--- src/rtl/multicycle_ctrl.sv ---
// ---------------------------------------------------------------------------
// multicycle_ctrl
//
// Multi-cycle control FSM for the CPU datapath. One instruction word is
// accepted at a time over a valid/ready handshake, decoded, and stepped
// through DECODE / EXEC / MEM / WB. The controller drives the immediate
// extender's select lines, the ALU operand-B source, the data-memory
// strobes and the register-file write strobe, and it counts retired
// instructions.
//
// Parameters
//   MEM_TIMEOUT : max MEM cycles waiting for mem_ready before abort (1..65535)
//   CNT_W       : width of the retired-instruction counter
//
// Ports
//   clk, rst_n        : clock, synchronous active-low reset
//   ir_valid/ir_ready : instruction handshake, IR is the 32-bit word
//   mem_ready         : data memory finished the current access
//   extend_IMM        : extender selects IR[15:0]
//   extend_shamt      : extender selects IR[10:6]
//   zero_ext_IMM      : zero- (1) or sign- (0) extension of IR[15:0]
//   alu_src_imm       : ALU operand B comes from the extender
//   mem_read/write    : load/store access in progress
//   reg_write         : one-cycle register-file write strobe
//   halt              : syscall reached, sticky until reset
//   illegal, mem_err  : one-cycle error pulses
//   retired_cnt       : number of completed instructions (wraps)
// ---------------------------------------------------------------------------
module multicycle_ctrl #(
  parameter int unsigned MEM_TIMEOUT = 255,
  parameter int unsigned CNT_W       = 32
) (
  input  logic             clk,
  input  logic             rst_n,
  input  logic             ir_valid,
  output logic             ir_ready,
  input  logic [31:0]      IR,
  input  logic             mem_ready,
  output logic             extend_IMM,
  output logic             extend_shamt,
  output logic             zero_ext_IMM,
  output logic             alu_src_imm,
  output logic             mem_read,
  output logic             mem_write,
  output logic             reg_write,
  output logic             halt,
  output logic             illegal,
  output logic             mem_err,
  output logic [CNT_W-1:0] retired_cnt
);

  typedef enum logic [2:0] {
    ST_IDLE   = 3'd0,
    ST_DECODE = 3'd1,
    ST_EXEC   = 3'd2,
    ST_MEM    = 3'd3,
    ST_WB     = 3'd4,
    ST_HALT   = 3'd5
  } state_t;

  localparam logic [15:0]      TMO_LIMIT = 16'(MEM_TIMEOUT);
  localparam logic [CNT_W-1:0] CNT_ONE   = CNT_W'(1);

  state_t             state_q, state_d;
  logic [31:0]        ir_q, ir_d;
  logic               ext_imm_q, ext_imm_d;
  logic               ext_shamt_q, ext_shamt_d;
  logic               zero_ext_q, zero_ext_d;
  logic               alu_src_q, alu_src_d;
  logic [15:0]        tmo_q, tmo_d;
  logic [15:0]        tmo_inc;
  logic [CNT_W-1:0]   cnt_q, cnt_d;
  logic               mem_err_q, mem_err_d;

  logic [5:0]         opcode;
  logic [5:0]         funct;
  logic               dec_ext_imm;
  logic               dec_ext_shamt;
  logic               dec_zero_ext;
  logic               dec_alu_src;
  logic               dec_lw;
  logic               dec_sw;
  logic               dec_branch;
  logic               dec_syscall;
  logic               dec_illegal;

  // The operand fields of the word are consumed by the datapath's own copy
  // of IR; the controller only looks at opcode and funct.
  logic               unused_ir_bits;
  assign unused_ir_bits = ^ir_q[25:6];

  assign opcode = ir_q[31:26];
  assign funct  = ir_q[5:0];

  // Instruction decode from the latched word. Because the latched word only
  // changes on accept, these flags are stable for the whole instruction and
  // can steer EXEC and MEM directly.
  always_comb begin
    dec_ext_imm   = 1'b0;
    dec_ext_shamt = 1'b0;
    dec_zero_ext  = 1'b0;
    dec_alu_src   = 1'b0;
    dec_lw        = 1'b0;
    dec_sw        = 1'b0;
    dec_branch    = 1'b0;
    dec_syscall   = 1'b0;
    dec_illegal   = 1'b0;
    case (opcode)
      6'h0C, 6'h0D, 6'h0E, 6'h0F: begin
        dec_ext_imm  = 1'b1;
        dec_zero_ext = 1'b1;
        dec_alu_src  = 1'b1;
      end
      6'h08, 6'h09, 6'h0A, 6'h0B: begin
        dec_ext_imm = 1'b1;
        dec_alu_src = 1'b1;
      end
      6'h23: begin
        dec_ext_imm = 1'b1;
        dec_alu_src = 1'b1;
        dec_lw      = 1'b1;
      end
      6'h2B: begin
        dec_ext_imm = 1'b1;
        dec_alu_src = 1'b1;
        dec_sw      = 1'b1;
      end
      6'h04, 6'h05: begin
        dec_ext_imm = 1'b1;
        dec_branch  = 1'b1;
      end
      6'h00: begin
        // Non-shift R-types leave both extender selects low so the
        // extender emits its constant 10 for the syscall comparison.
        if (funct == 6'h00 || funct == 6'h02 || funct == 6'h03) begin
          dec_ext_shamt = 1'b1;
          dec_alu_src   = 1'b1;
        end else if (funct == 6'h0C) begin
          dec_syscall = 1'b1;
        end
      end
      default: dec_illegal = 1'b1;
    endcase
  end

  // Next-state logic. Retirement is applied on the transition out of the
  // instruction's final state; errors and aborts never retire.
  always_comb begin
    state_d     = state_q;
    ir_d        = ir_q;
    ext_imm_d   = ext_imm_q;
    ext_shamt_d = ext_shamt_q;
    zero_ext_d  = zero_ext_q;
    alu_src_d   = alu_src_q;
    tmo_d       = tmo_q;
    cnt_d       = cnt_q;
    mem_err_d   = 1'b0;
    tmo_inc     = tmo_q + 16'd1;
    case (state_q)
      ST_IDLE: begin
        if (ir_valid) begin
          ir_d    = IR;
          state_d = ST_DECODE;
        end
      end
      ST_DECODE: begin
        ext_imm_d   = dec_ext_imm;
        ext_shamt_d = dec_ext_shamt;
        zero_ext_d  = dec_zero_ext;
        alu_src_d   = dec_alu_src;
        state_d     = ST_EXEC;
      end
      ST_EXEC: begin
        if (dec_illegal) begin
          state_d = ST_IDLE;
        end else if (dec_lw || dec_sw) begin
          state_d = ST_MEM;
        end else if (dec_branch) begin
          state_d = ST_IDLE;
          cnt_d   = cnt_q + CNT_ONE;
        end else if (dec_syscall) begin
          state_d = ST_HALT;
          cnt_d   = cnt_q + CNT_ONE;
        end else begin
          state_d = ST_WB;
        end
      end
      ST_MEM: begin
        // tmo_inc counts the current MEM cycle, so a ready arriving in the
        // last allowed cycle still wins over the timeout.
        if (mem_ready) begin
          tmo_d = 16'd0;
          if (dec_lw) begin
            state_d = ST_WB;
          end else begin
            state_d = ST_IDLE;
            cnt_d   = cnt_q + CNT_ONE;
          end
        end else if (tmo_inc == TMO_LIMIT) begin
          tmo_d     = 16'd0;
          mem_err_d = 1'b1;
          state_d   = ST_IDLE;
        end else begin
          tmo_d = tmo_inc;
        end
      end
      ST_WB: begin
        state_d = ST_IDLE;
        cnt_d   = cnt_q + CNT_ONE;
      end
      ST_HALT: state_d = ST_HALT;
      default: state_d = ST_IDLE;
    endcase
  end

  // State register with synchronous reset.
  always_ff @(posedge clk) begin
    if (!rst_n) begin
      state_q     <= ST_IDLE;
      ir_q        <= 32'd0;
      ext_imm_q   <= 1'b0;
      ext_shamt_q <= 1'b0;
      zero_ext_q  <= 1'b0;
      alu_src_q   <= 1'b0;
      tmo_q       <= 16'd0;
      cnt_q       <= '0;
      mem_err_q   <= 1'b0;
    end else begin
      state_q     <= state_d;
      ir_q        <= ir_d;
      ext_imm_q   <= ext_imm_d;
      ext_shamt_q <= ext_shamt_d;
      zero_ext_q  <= zero_ext_d;
      alu_src_q   <= alu_src_d;
      tmo_q       <= tmo_d;
      cnt_q       <= cnt_d;
      mem_err_q   <= mem_err_d;
    end
  end

  // Strobes are pure functions of the registered state and the stable
  // decode, so they drop together on the edge that leaves the state.
  assign ir_ready     = rst_n && (state_q == ST_IDLE);
  assign extend_IMM   = ext_imm_q;
  assign extend_shamt = ext_shamt_q;
  assign zero_ext_IMM = zero_ext_q;
  assign alu_src_imm  = alu_src_q;
  assign mem_read     = (state_q == ST_MEM) && dec_lw;
  assign mem_write    = (state_q == ST_MEM) && dec_sw;
  assign reg_write    = (state_q == ST_WB);
  assign halt         = (state_q == ST_HALT);
  assign illegal      = (state_q == ST_EXEC) && dec_illegal;
  assign mem_err      = mem_err_q;
  assign retired_cnt  = cnt_q;

endmodule

--- config.mk ---
export PLATFORM = sky130hd
export DESIGN_NAME = multicycle_ctrl
export DESIGN_NICKNAME = d
export VERILOG_FILES = /design/src/rtl/multicycle_ctrl.sv
export SDC_FILE = /design/constraint.sdc
export NUM_CORES = 1
export LEC_CHECK = 0
export BUFFER_PORTS_ARGS = -buffer_cell sky130_fd_sc_hd__buf_2
export CORE_MARGIN = 2
export CORE_UTILIZATION = 40
export DETAILED_ROUTE_END_ITERATION = 16
export PLACE_DENSITY = 0.61
export SETUP_SLACK_MARGIN = 0.1
export SLEW_MARGIN = 20
export SYNTH_ARGS = -nofsm -noshare
export SYNTH_HDL_FRONTEND = slang
export SYNTH_SLANG_ARGS = --single-unit
--- constraint.sdc ---
create_clock -name clk -period 6.3 [get_ports clk]
set_input_delay 1.26 -clock clk [delete_from_list [all_inputs] [get_ports clk]]
set_output_delay 1.26 -clock clk [all_outputs]
set_load 0.1 [all_outputs]
# After elaboration in Yosys (flattened, before gate mapping)
# Index checks and enable logic that the tools add are counted.
dict set report op_classes {
  add_sub_neg 2
  multipliers 0
  div 0
  n_lt_le_gt_ge 0
  eq_ne 28
  shift 0
  mux 31
  n_bitwise 2
  reduce_logical 20
}
# cell count
set op_table {}
lappend op_table {{$mux 32} 6}
lappend op_table {{$pmux 32 s3} 1}
lappend op_table {{$eq 6x4->1 const B} 9}
lappend op_table {{$add 32x1->32 const B} 1}
lappend op_table {{$mux 16} 2}
lappend op_table {{$mux 3} 7}
lappend op_table {{$add 16x1->16 const B} 1}
lappend op_table {{$eq 16x8->1 const B} 1}
lappend op_table {{$pmux 3 s5} 1}
lappend op_table {{$mux 1} 13}
lappend op_table {{$reduce_or 13->1} 1}
lappend op_table {{$eq 6x2->1 const B} 2}
lappend op_table {{$eq 6x3->1 const B} 2}
lappend op_table {{$eq 6x6->1 const B} 2}
lappend op_table {{$logic_not 6->1} 2}
lappend op_table {{$reduce_or 12->1} 1}
lappend op_table {{$ne 2x2->1 const B} 5}
lappend op_table {{$reduce_or 10->1} 1}
lappend op_table {{$eq 3x2->1 const B} 2}
lappend op_table {{$eq 3x3->1 const B} 2}
lappend op_table {{$ne 3x3->1 const B} 2}
lappend op_table {{$reduce_and 6->1} 1}
lappend op_table {{$logic_and 1x1->1} 4}
lappend op_table {{$reduce_and 2->1} 2}
lappend op_table {{other kinds (9)} 12}
dict set report word_totals {
  ff_bits 88
  latch_bits 0
  ramBits 0
  mem_bits_ro 0
  inputBits 36
  memories 0
}

# Longest topological paths before layout
# Gate-level depths: netlist (run 1).
dict set report depth {
  depth_word 10
  depth_mapped 8
}

# Worst setup path after synthesis (run 1)
# OpenSTA, ideal clock, no wires.
dict set report synth_path {
  kind {reg2out}
  start {register ir_q[31]}
  end {output port mem_read}
  arrival_time_ps 2878
  required_ps 5040
  setup_slack_ps 2162
  path_stages_with_launch 4
  path_buffers 0
  path_cell_list {dfxtp_1 > and2_1 > nand3_1 > nor3_1}
}
dict set report synth_via {
  elab_chain_cells 3
}
# element line_no
set synth_rtl {}
lappend synth_rtl {{from (decl)} 65} ;# logic [31:0] ir_q, ir_d;
lappend synth_rtl {{from (signal assigned)} 230} ;# ir_q <= ir_d;
lappend synth_rtl {{$eq 6x6->1} 108} ;# case (opcode)
lappend synth_rtl {{$mux 1} 108}
lappend synth_rtl {{$logic_and 1x1->1} 248} ;# assign mem_read = (state_q == ST_MEM) && dec_lw;
lappend synth_rtl {{to (decl)} 43} ;# output logic mem_read,
# Every way passes these cells.

# Worst setup path after layout (run 1)
dict set report layout_path {
  start {input port rst_n}
  end {output port ir_ready}
}
dict set report layout_via {
  elab_chain_cells 1
}
# element line_no
set layout_rtl {}
lappend layout_rtl {{from (decl)} 34} ;# input logic rst_n,
lappend layout_rtl {{$logic_and 1x1->1} 243} ;# assign ir_ready = rst_n && (state_q == ST_IDLE);
lappend layout_rtl {{to (decl)} 36} ;# output logic ir_ready,
# Every way passes these cells.

==> results of run 1 <==
## metrics by stage
stage / setup WS (ns) / power (mW) / util
finish: 2.86 / 1.03 / 0.477
global route: 2.81 / 1.07 / 0.477
CTS: 2.86 / 1.04 / 0.477
detailed placement: 2.87 / 0.621 / 0.450
global placement: 2.87 / 0.620 / 0.450
floorplan: 2.16 / 0.592 / -
## worst max-delay path, stage by stage
cell    delay (ns)
buf_2         0.29
and2_1        0.19
buf_2         0.43
## cell type report
cell class              count  area, um2  area share
repair buffers             59        298      0.0716
inverters                  10       37.5     0.00903
flip-flops and latches     68       1360       0.328
clock inverters             5       83.8      0.0202
well taps                 108        135      0.0325
clock buffers              11        151      0.0364
multi-input cells         358       2090       0.503
## flip-flops by register name, indices dropped and copies added (netlist names), 3 cells and up
signal and count:
retired_cnt 32, tmo_q 16, ir_q 12, state_q 3
## kinds of logic (layout without fill, tap and decap cells)
family / after synthesis / count (layout)
mux: 6 / 6
xor+xnor: 18 / 18
compound gates: 112 / 112
simple gates: 219 / 219
fa+ha+maj: 3 / 3
flops: 68 / 68
buf+inv: 33 / 85
## path summary, 6_finish.rpt
kind / from / to / slack (ns) / cells after the start
worst max-delay path: rst_n / ir_ready / 2.86 / 3
worst min register to register: ir_q[5] / ir_q[5] / 0.47 / 2
worst min-delay path: ir_q[5] / ir_q[5] / 0.47 / 2
worst max register to register: state_q[1] / retired_cnt[19] / 3.46 / 6
## power by group through the flow
| stage | sequential [mW] | combinational [mW] | clock [mW] |
|---|---|---|---|
| after global routing | 0.465 | 0.162 | 0.446 |
| after CTS | 0.462 | 0.150 | 0.427 |
| after detailed placement | 0.471 | 0.150 | 0 |
| after floorplan | 0.501 | 0.0912 | 0 |
| after global placement | 0.471 | 0.149 | 0 |
| final | 0.462 | 0.149 | 0.416 |
## cells in the final DEF (no fill, tap or decap), types with 2 or more instances in the layout
master	count
o21ai_0	34
xnor2_1	10
a21oi_1	39
or3_1	16
o21a_1	3
clkinvlp_4	2
dfxtp_1	68
ha_1	3
buf_2	58
bufinv_16	2
o31ai_1	4
clkbuf_8	11
and3_1	7
nor4_1	4
or2_2	5
nor3_1	10
nand3b_1	4
a31o_2	2
nand4_2	3
inv_1	10
and4_1	2
o41ai_1	2
nand2b_1	10
nor2b_1	3
nor2_1	34
nand4_1	9
or4_1	4
o21ai_2	2
o311ai_0	2
xor2_1	8
o2111ai_1	5
and2_1	8
nand2_1	68
nand4b_1	2
o211ai_1	9
nand3_1	25
mux2i_1	6
## routing by layer
metal | track usage | part of all wire | wire length (um)
met1 | 0.247 | 0.49 | 4270
met3 | 0.0262 | 0.038 | 330
met5 | 0 | 0 | 0
met4 | 0.0790 | 0.014 | 123
met2 | 0.289 | 0.46 | 3970
==> Implementation_results.wiki, run 1 <==
{| class="wikitable"
! Metric !! Value
|-
| Number of max-cap violations || 0
|-
| Initial antenna violation count || 0
|-
| Final weighted congestion in routability-driven placement || 0.842
|-
| Global router's overall resource usage || 0.182
|-
| Tightest Hold Check Type || flop to flop
|-
| Nature of the critical path startpoint || input pin
|-
| Largest net degree at the start of global routing || 36
|-
| Mean number of vias per cell || 5.50
|-
| Post-DRT Antenna Nets || 0
|-
| TritonCTS clock tree || done
|-
| Cell types with the largest area share after synthesis || dfxtp_1 (38%), nand2_1 (7.1%), a21oi_1 (5.4%), o21ai_0 (4.7%), nor2_1 (3.6%)
|-
| Number of standard cells after synthesis || 459
|-
| Final hold vios || 0
|-
| Number of antenna cells inserted || 0
|-
| Post-route standard cell area excluding fillers || 0.00416 mm2
|-
| Hold-fix buffers at CTS || 0
|-
| Number of global-route vias before repair || 3,040
|-
| Chip height || 98.7 um
|-
| Synthesized net count || 498
|-
| Post-synth EDFFs || 0
|-
| Post-synthesis compound-gate area fraction || 0.195
|-
| Clock-pin slew reported for the worst setup and hold paths after clock tree synthesis || 0.08 ns
|-
| Drt pass-1 iters || 5
|-
| Final critical path time including I/O delays and setup || 3.44 ns
|-
| LEAKAGE || 1.54 nW
|-
| Total of flip-flops plus latches after synthesis || 68
|-
| Share of the synthesized area in the top cell type || 0.379
|-
| Residual DRC || 0
|-
| Outcome || finished clean
|-
| Post-cts gate resize count || 0
|-
| Area growth from synthesis to layout || 15.8%
|-
| Post-place instance area || 0.00392 mm2
|-
| Area of the die || 0.00975 mm2
|-
| Main combinational cell family by area after synthesis || simple AND/OR/NAND/NOR gates
|-
| Data arrival time of the critical path || 2.18 ns
|-
| Dpl cells || 603
|-
| Avg Synthesized Cell Area || 7.82 um2
|-
| RSZ-0062 raised after global routing || no
|-
| Global-route wire length before repair || 14,500 um
|-
| CTS root buffer || clkbuf_8
|-
| Number of standard cells in the layout, taps in and fillers out || 619
|-
| Max Buffers Root-to-Sink || 2
|-
| Highest ir drop seen on vdd || 0.222 mV
|-
| Top_reg_cell synth || dfxtp_1
|-
| Floorplan die width || 98.7 um
|-
| Number of nets in the final layout || 545
|-
| Worst slew pin tran || 0.915 ns
|-
| Overflow left after global routing || 0
|-
| Vias after detailed routing || 3,406
|-
| Worst hold slack || 0.467 ns
|-
| I/O pin count || 79
|-
| Multiplexer share of the synthesized area || 0.0167
|-
| Num rows || 34
|-
| Filler cell count in the final layout || 842
|-
| Remaining max-slew budget at the tightest pin || 0.390
|-
| Mapped cell area || 0.00359 mm2
|-
| Part of the total power dissipated in combinational logic || 0.145
|-
| Net switching fraction of the power || 0.293
|-
| Endpoint required time on the critical path || 5.04 ns
|-
| Total clock buffers created by CTS || 9
|-
| Most frequent cells after synthesis || dfxtp_1 (68), nand2_1 (68), a21oi_1 (39), nor2_1 (34), o21ai_0 (34)
|-
| Avg WL per Cell || 14.0 um
|-
| Fraction of registers with async set/reset || 0
|-
| Worst Setup End Kind || primary output
|-
| Fraction of synthesized cell area in xor and xnor cells || 0.0439
|-
| H-tree level count || 3
|-
| Simple-gate share of the synthesized area || 0.316
|-
| Pwr Density || 247 mW/mm2
|-
| CTS Sinks || 68
|-
| Setup total negative slack || 0 ns
|-
| Switching power || 0.301 mW
|-
| Area of the core || 0.00872 mm2
|-
| Setup Skew || 0.00768 ns
|-
| Crit path max fanout || 19
|-
| Buffers added on ports || 58
|-
| Register share of total power || 0.450
|-
| Initial Util || 0.412
|-
| Count of synthesis-stage warnings from yosys || 0
|-
| Count of buffers added by post-CTS timing repair for setup || 0
|-
| Max-slew violation total from the final report || 0
|-
| Clock group share of total power || 0.405
|-
| DPL Wire Length || 6150 um
|-
| # setup viols final || 0
|-
| Clock latency at the later pin of the worst-skew pair || 0.34 ns
|-
| Violation count after the first detailed-route iteration || 180
|-
| Final Cycle Share || 0.546
|-
| Yosys cell types || 53
|-
| Final routed wirelength across all metal layers || 8690 um
|-
| Proportion of synthesized chip area in sequential cells || 0.379
|-
| Cell taking the most area after synthesis || dfxtp_1
|-
| Post-synthesis adder-cell area fraction || 0.0105
|-
| Share of post-route cells with drive strength above 1 || 0.178
|-
| Internal || 0.727 mW
|-
| Crit Path Category || input pin to primary output
|-
| Achievable Freq || 0.291 GHz
|}
(Power assumes the default switching activity.)
==> inputs of run 2 (changes only) <==
--- a/config.mk
+++ b/config.mk
@@ -5,11 +5,12 @@
 export SDC_FILE = /design/constraint.sdc
 export NUM_CORES = 1
 export LEC_CHECK = 0
+export ABC_AREA = 1
 export BUFFER_PORTS_ARGS = -buffer_cell sky130_fd_sc_hd__buf_2
 export CORE_MARGIN = 2
 export CORE_UTILIZATION = 40
 export DETAILED_ROUTE_END_ITERATION = 16
-export PLACE_DENSITY = 0.61
+export PLACE_DENSITY = 0.6
 export SETUP_SLACK_MARGIN = 0.1
 export SLEW_MARGIN = 20
 export SYNTH_ARGS = -nofsm -noshare
==> constraint.sdc (replaced) <==
create_clock -name clk -period 3.5 [get_ports clk]
set_input_delay 0.7 -clock clk [delete_from_list [all_inputs] [get_ports clk]]
set_output_delay 0.7 -clock clk [all_outputs]
set_load 0.1 [all_outputs]
==> Implementation_results.wiki, run 2 <==
{| class="wikitable"
! Metric !! Value
|-
| Mapped cell area || 0.00395 mm2 (+10%)
|-
| Remaining max-slew budget at the tightest pin || 0.503 (+0.113)
|-
| Chip height || 103 um (+4.8%)
|-
| Global router's overall resource usage || 0.200 (+0.0186)
|-
| Violation count after the first detailed-route iteration || 139 (-23%)
|-
| Most common cell after layout, fill and taps aside || nand2_1
|-
| Largest register FFs || 32 (unchanged)
|-
| Initial Util || 0.408 (-0.00335)
|-
| Filler cell count in the final layout || 1,014 (+20%)
|-
| Final critical path time including I/O delays and setup || 2.75 ns
|-
| Total Power || 2.13 mW (+110%)
|-
| Max Buffers Root-to-Sink || 2 (unchanged)
|-
| Proportion of synthesized chip area in sequential cells || 0.344 (-0.0349)
|-
| Initial antenna violation count || 0 (unchanged)
|-
| Count of synthesis-stage warnings from yosys || 0 (unchanged)
|-
| Final Cycle Share || 0.786
|-
| Crit path max fanout || 20 (+1)
|-
| Worst Setup End Kind || primary output
|-
| DPL Wire Length || 7460 um (+21%)
|-
| Drt pass-1 iters || 4 (-1)
|-
| Largest net degree at the start of global routing || 39 (+8.3%)
|-
| Post-synth EDFFs || 0 (unchanged)
|-
| Cell taking the most area after synthesis || dfxtp_1
|-
| Final core occ || 0.472 (-0.00491)
|-
| Global-route wire length before repair || 16,800 um (+16%)
|-
| Tightest Hold Check Type || flop to flop
|-
| Floorplan die width || 103 um (+4.8%)
|-
| Share of post-route cells with drive strength above 1 || 0.168 (-0.0104)
|-
| Most frequent cells after synthesis || nand2_1 (152), inv_1 (74), dfxtp_1 (68), a21oi_1 (55), nor2_1 (52)
|-
| Total clock buffers created by CTS || 9 (unchanged)
|-
| Total of flip-flops plus latches after synthesis || 68 (unchanged)
|-
| Number of antenna cells inserted || 0 (unchanged)
|-
| Max-slew violation total from the final report || 0 (unchanged)
|-
| Global routing usage on met2 || 0.301 (+0.0124)
|-
| Post-cts gate resize count || 0 (unchanged)
|-
| Cell types with the largest area share after synthesis || dfxtp_1 (34%), nand2_1 (14%), inv_1 (7.0%), a21oi_1 (7.0%), nor2_1 (4.9%)
|-
| RSZ-0062 raised after global routing || no
|-
| H-tree level count || 3 (unchanged)
|-
| Worst slew pin tran || 0.744 ns (-0.171 ns)
|-
| Avg Synthesized Cell Area || 6.63 um2 (-15%)
|-
| Count of buffers added by post-CTS timing repair for setup || 0 (unchanged)
|-
| CTS root buffer || clkbuf_8
|-
| Number of nets in the final layout || 690 (+27%)
|-
| Residual DRC || 0 (unchanged)
|-
| Setup Skew || 0.0121 ns (+0.00438 ns)
|-
| Achievable Freq || 0.363 GHz
|-
| Top library cells by usage in the layout, fill and taps aside || nand2_1 (152), inv_1 (74), dfxtp_1 (68)
|-
| Vias after detailed routing || 3,966 (+16%)
|-
| Avg WL per Cell || 13.1 um (-7.1%)
|-
| Worst path cell trace || inv_2, nand3_2, nor3_2, buf_2
|-
| Nature of the critical path startpoint || flop
|-
| Number of standard cells after synthesis || 596 (+30%)
|-
| Data arrival time of the critical path || 2.05 ns (-0.13 ns)
|-
| Crit path max-delay family || simple AND/OR/NAND/NOR gates
|-
| Clock-pin slew reported for the worst setup and hold paths after clock tree synthesis || 0.08 ns (about the same)
|-
| Crit Path Category || flop to primary output
|-
| # setup viols final || 0 (unchanged)
|-
| Slowest-stage cell, CP || buf_2
|-
| Mean number of vias per cell || 5.03 (-8.6%)
|-
| Fraction of registers with async set/reset || 0 (unchanged)
|-
| Synthesized net count || 635 (+28%)
|-
| Final hold vios || 0 (unchanged)
|-
| Area of the core || 0.00968 mm2 (+11%)
|-
| Share of the synthesized area in the top cell type || 0.344 (-0.0349)
|-
| Buffers added on ports || 58 (unchanged)
|-
| Area growth from synthesis to layout || 15.5%
|-
| Number of global-route vias before repair || 3,560 (+17%)
|-
| TritonCTS clock tree || done
|-
| Area of the die || 0.0107 mm2 (+9.7%)
|-
| I/O pin count || 79 (unchanged)
|-
| Pwr Density || 467 mW/mm2 (+89%)
|-
| Hold-fix buffers at CTS || 0 (unchanged)
|-
| Most repeated cell in the gate-level netlist after synthesis || nand2_1
|-
| Highest ir drop seen on vdd || 0.354 mV (+60%)
|-
| Top_reg_cell synth || dfxtp_1
|-
| Number of max-cap violations || 0 (unchanged)
|-
| Final weighted congestion in routability-driven placement || 0.942 (+12%)
|-
| CP peak stage delay || 0.47 ns (+0.04 ns)
|-
| GRT Max-Usage Layer || met2
|-
| Clock latency at the later pin of the worst-skew pair || 0.35 ns (about the same)
|-
| Setup total negative slack || 0 ns (unchanged)
|-
| Num rows || 36 (+5.9%)
|-
| Met3 Usage GRT || 0.0403 (+0.0141)
|-
| Overflow left after global routing || 0 (unchanged)
|-
| CTS Sinks || 68 (unchanged)
|-
| Yosys cell types || 36 (-32%)
|-
| Final routed wirelength across all metal layers || 10,300 um (+18%)
|-
| Buffers & Inverters on Critical Path || 2 (unchanged)
|-
| Endpoint required time on the critical path || 2.80 ns (-2.24 ns)
|-
| Post-DRT Antenna Nets || 0 (unchanged)
|-
| M1 GR Usage || 0.284 (+0.0368)
|-
| LEAKAGE || 1.89 nW (+23%)
|-
| Outcome || finished clean
|}
-- run 2: cell types whose count changed after synthesis, moves of 9 or more --
cell	delta
inv_1	+64
nand4_1	+14
a21oi_1	+16
nand2b_1	-10
o211ai_1	-9
nor3_1	+12
nand3_1	+13
or3_1	-16
nor2_1	+18
nand2_1	+84
-- run 2: power by group --
part	internal (mW)	leakage (nW)	switching, mW	total, mW
Clock	0.420	0.107	0.310	0.731
Sequential	0.832	0.552	0.0455	0.877
Combinational	0.103	1.23	0.423	0.526
-- run 2: layer usage --
layer / vias up / share of wire
li1: 2043 / -
met1: 1826 / 0.49
met4: 0 / 0.015
met5: - / 0
met2: 86 / 0.45
met3: 11 / 0.047
-- run 2: worst paths after layout --
| kind | start | endpoint | slack [ns] | cells past startpoint |
|---|---|---|---|---|
| hold reg to reg | ir_q[4] | ir_q[4] | 0.46 | 2 |
| setup / recovery | state_q[2] | mem_read | 0.75 | 4 |
| hold / removal | ir_q[4] | ir_q[4] | 0.46 | 2 |
| setup reg to reg | state_q[2] | retired_cnt[18] | 1.09 | 11 |
-- run 2: worst register-to-register path: stages (launching register included) --
cell and delay (ns):
dfxtp_1 0.35, inv_2 0.12, nand3_2 0.40, nor2_4 0.41, inv_1 0.11, nand2_1 0.07
nor2_1 0.05, nand2_2 0.09, buf_4 0.32, nor2_1 0.16, a21oi_1 0.15, nor2_1 0.06
-- run 2: final cells by class --
type                       instances  area, um2  area share
multi-input combinational        436       2230       0.489
sequential                        68       1360       0.298
timing repair buffer              60        305      0.0668
inverter                          76        285      0.0624
tap                              133        166      0.0364
clock buffer                      12        145      0.0318
clock inverter                     4       72.6      0.0159
-- run 2: cell families after synthesis --
family,Yosys count,share of synthesized area
AND/OR/NAND/NOR,322,0.385
buffers and inverters,92,0.0937
AO/OA/AOI/OAI,90,0.121
flip-flops,68,0.344
XOR/XNOR,21,0.0465
adder cells (fa/ha/maj),3,0.00949
-- run 2: stage by stage --
step | area [um2] | instances | setup slack (ns) | hold slack (ns)
floorplan | 3960 | 596 | 0.597 | 0.424
global placement | 4350 | 773 | 1.02 | 0.437
detailed placement | 4350 | 773 | 1.03 | 0.443
CTS | 4570 | 789 | 0.707 | 0.454
global route | 4570 | 789 | 0.615 | 0.486
finish | 4570 | 789 | 0.748 | 0.455
==> inputs of run 3 (changes only) <==
==> constraint.sdc (replaced) <==
create_clock -name clk -period 2.6 [get_ports clk]
set_input_delay 0.52 -clock clk [delete_from_list [all_inputs] [get_ports clk]]
set_output_delay 0.52 -clock clk [all_outputs]
set_load 0.1 [all_outputs]
==> Implementation_results.wiki, run 3 (synthesis gave the netlist of run 2 again) <==
{| class="wikitable"
! Metric !! Value
|-
| Outcome || finished clean
|-
| Largest register FFs || 32 (unchanged)
|-
| RSZ-0062 raised after global routing || no
|-
| Area of the die || 0.0107 mm2 (unchanged)
|-
| Area of the core || 0.00968 mm2 (unchanged)
|-
| Number of global-route vias before repair || 3,712 (+4.3%)
|-
| Buffers added on ports || 58 (unchanged)
|-
| Num rows || 36 (unchanged)
|-
| Total Power || 2.96 mW (+39%)
|-
| Max Buffers Root-to-Sink || 2 (unchanged)
|-
| Mean number of vias per cell || 5.00 (-0.60%)
|-
| Setup Skew || 0.00867 ns (-0.00339 ns)
|-
| Share of post-route cells with drive strength above 1 || 0.178 (+0.00986)
|-
| Top library cells by usage in the layout, fill and taps aside || nand2_1 (152), inv_1 (74), dfxtp_1 (67)
|-
| Floorplan die width || 103 um (unchanged)
|-
| Area growth from synthesis to layout || 17.3%
|-
| Clock latency at the later pin of the worst-skew pair || 0.35 ns (about the same)
|-
| Final routed wirelength across all metal layers || 10,200 um (-0.84%)
|-
| Achievable Freq || 0.421 GHz
|-
| DP Worst Slack || 0.361 ns (-0.671 ns)
|-
| Drt pass-1 iters || 5 (+1)
|-
| Hold path startpoint || ir_q[4]
|-
| Global router's overall resource usage || 0.204 (+0.00314)
|-
| Overflow left after global routing || 0 (unchanged)
|-
| Worst slew pin tran || 0.777 ns (+0.0338 ns)
|-
| Post-place instance area || 0.00440 mm2 (+1.1%)
|-
| Violation count after the first detailed-route iteration || 198 (+42%)
|-
| Nature of the critical path startpoint || flop
|-
| Total clock buffers created by CTS || 9 (unchanged)
|-
| CTS root buffer || clkbuf_8
|-
| Largest net degree at the start of global routing || 39 (unchanged)
|-
| Residual DRC || 0 (unchanged)
|-
| Number of antenna cells inserted || 0 (unchanged)
|-
| Final hold vios || 0 (unchanged)
|-
| Final Cycle Share || 0.914
|-
| Initial antenna violation count || 0 (unchanged)
|-
| Worst flop-to-flop path startpoint || state_q[2]
|-
| Clock-pin slew reported for the worst setup and hold paths after clock tree synthesis || 0.08 ns (about the same)
|-
| Most common cell after layout, fill and taps aside || nand2_1
|-
| Post-route standard cell area excluding fillers || 0.00464 mm2 (+1.5%)
|-
| Tightest Hold Check Type || flop to flop
|-
| Worst Setup End Kind || primary output
|-
| Highest ir drop seen on vdd || 0.286 mV (-19%)
|-
| Max-slew violation total from the final report || 0 (unchanged)
|-
| Remaining max-slew budget at the tightest pin || 0.480 (-0.0226)
|-
| Hold-fix buffers at CTS || 0 (unchanged)
|-
| Worst hold slack || 0.456 ns (+0.00116 ns)
|-
| Final critical path time including I/O delays and setup || 2.38 ns
|-
| Worst-case setup margin in the final layout || 0.223 ns (-0.525 ns)
|-
| Crit path max fanout || 12 (-40%)
|-
| Final weighted congestion in routability-driven placement || 0.851 (-9.7%)
|-
| LEAKAGE || 1.93 nW (+2.0%)
|-
| Count of buffers added by post-CTS timing repair for setup || 0 (unchanged)
|-
| Number of nets in the final layout || 693 (+0.43%)
|-
| CTS Sinks || 68 (unchanged)
|-
| Critical path launch point || state_q[2]
|-
| DPL Wire Length || 7420 um (-0.52%)
|-
| # setup viols final || 0 (unchanged)
|-
| TritonCTS clock tree || done
|-
| H-tree level count || 3 (unchanged)
|-
| Global-route wire length before repair || 17,300 um (+2.7%)
|-
| Setup total negative slack || 0 ns (unchanged)
|-
| Avg WL per Cell || 12.9 um (-1.2%)
|-
| Chip height || 103 um (unchanged)
|-
| Crit Path Category || flop to primary output
|-
| Pwr Density || 638 mW/mm2 (+37%)
|-
| Endpoint required time on the critical path || 2.08 ns (-0.72 ns)
|-
| Vias after detailed routing || 3,957 (-0.23%)
|-
| Number of max-cap violations || 0 (unchanged)
|-
| Post-DRT Antenna Nets || 0 (unchanged)
|-
| Data arrival time of the critical path || 1.86 ns (-0.19 ns)
|-
| I/O pin count || 79 (unchanged)
|-
| Initial Util || 0.408 (unchanged)
|}
## run 3: repair_timing
action                                 in CTS  in global routing
gates resized for setup                     1                  1
endpoints found under the hold margin       0                  0
gates cloned                                0                  0
pin swaps                                   0                  0
setup endpoints to repair                   1                  1
## run 3: per-layer routing
layer,GRT usage,wire (um),vias up
met5,0,0,-
met4,0.0739,167,0
met3,0.0282,445,15
met2,0.333,4760,87
met1,0.274,4840,1794
li1,-,-,2061
## run 3: final cells by class
cell class | instances | area, um2
fill | 1014 | 5050
multi-input combinational | 436 | 2240
sequential | 68 | 1360
timing repair buffer | 63 | 348
inverter | 76 | 285
tap | 133 | 166
clock buffer | 12 | 165
clock inverter | 4 | 70.1
## run 3: per-stage QoR
stage,std cells,util
floorplan,596,-
global placement,776,0.454
detailed placement,776,0.454
CTS,792,0.479
global route,792,0.479
finish,792,0.479
## run 3: final timing paths
path | to | slack [ns] | cells after the start
min | ir_q[4] | 0.46 | 2
min reg2reg | ir_q[4] | 0.46 | 2
max | mem_write | 0.22 | 4
max reg2reg | retired_cnt[18] | 0.38 | 11
## run 3: worst max-delay path, stage by stage, from the launching register on
cell     delay (ns)
dfxtp_1        0.35
inv_2          0.12
nand3_2        0.31
nor3_2         0.27
buf_2          0.45
## run 3: where the power goes
| group | leakage [nW] | switching, mW | internal [mW] |
|---|---|---|---|
| registers | 0.552 | 0.0596 | 1.12 |
| clock network | 0.122 | 0.422 | 0.616 |
| logic | 1.25 | 0.579 | 0.164 |
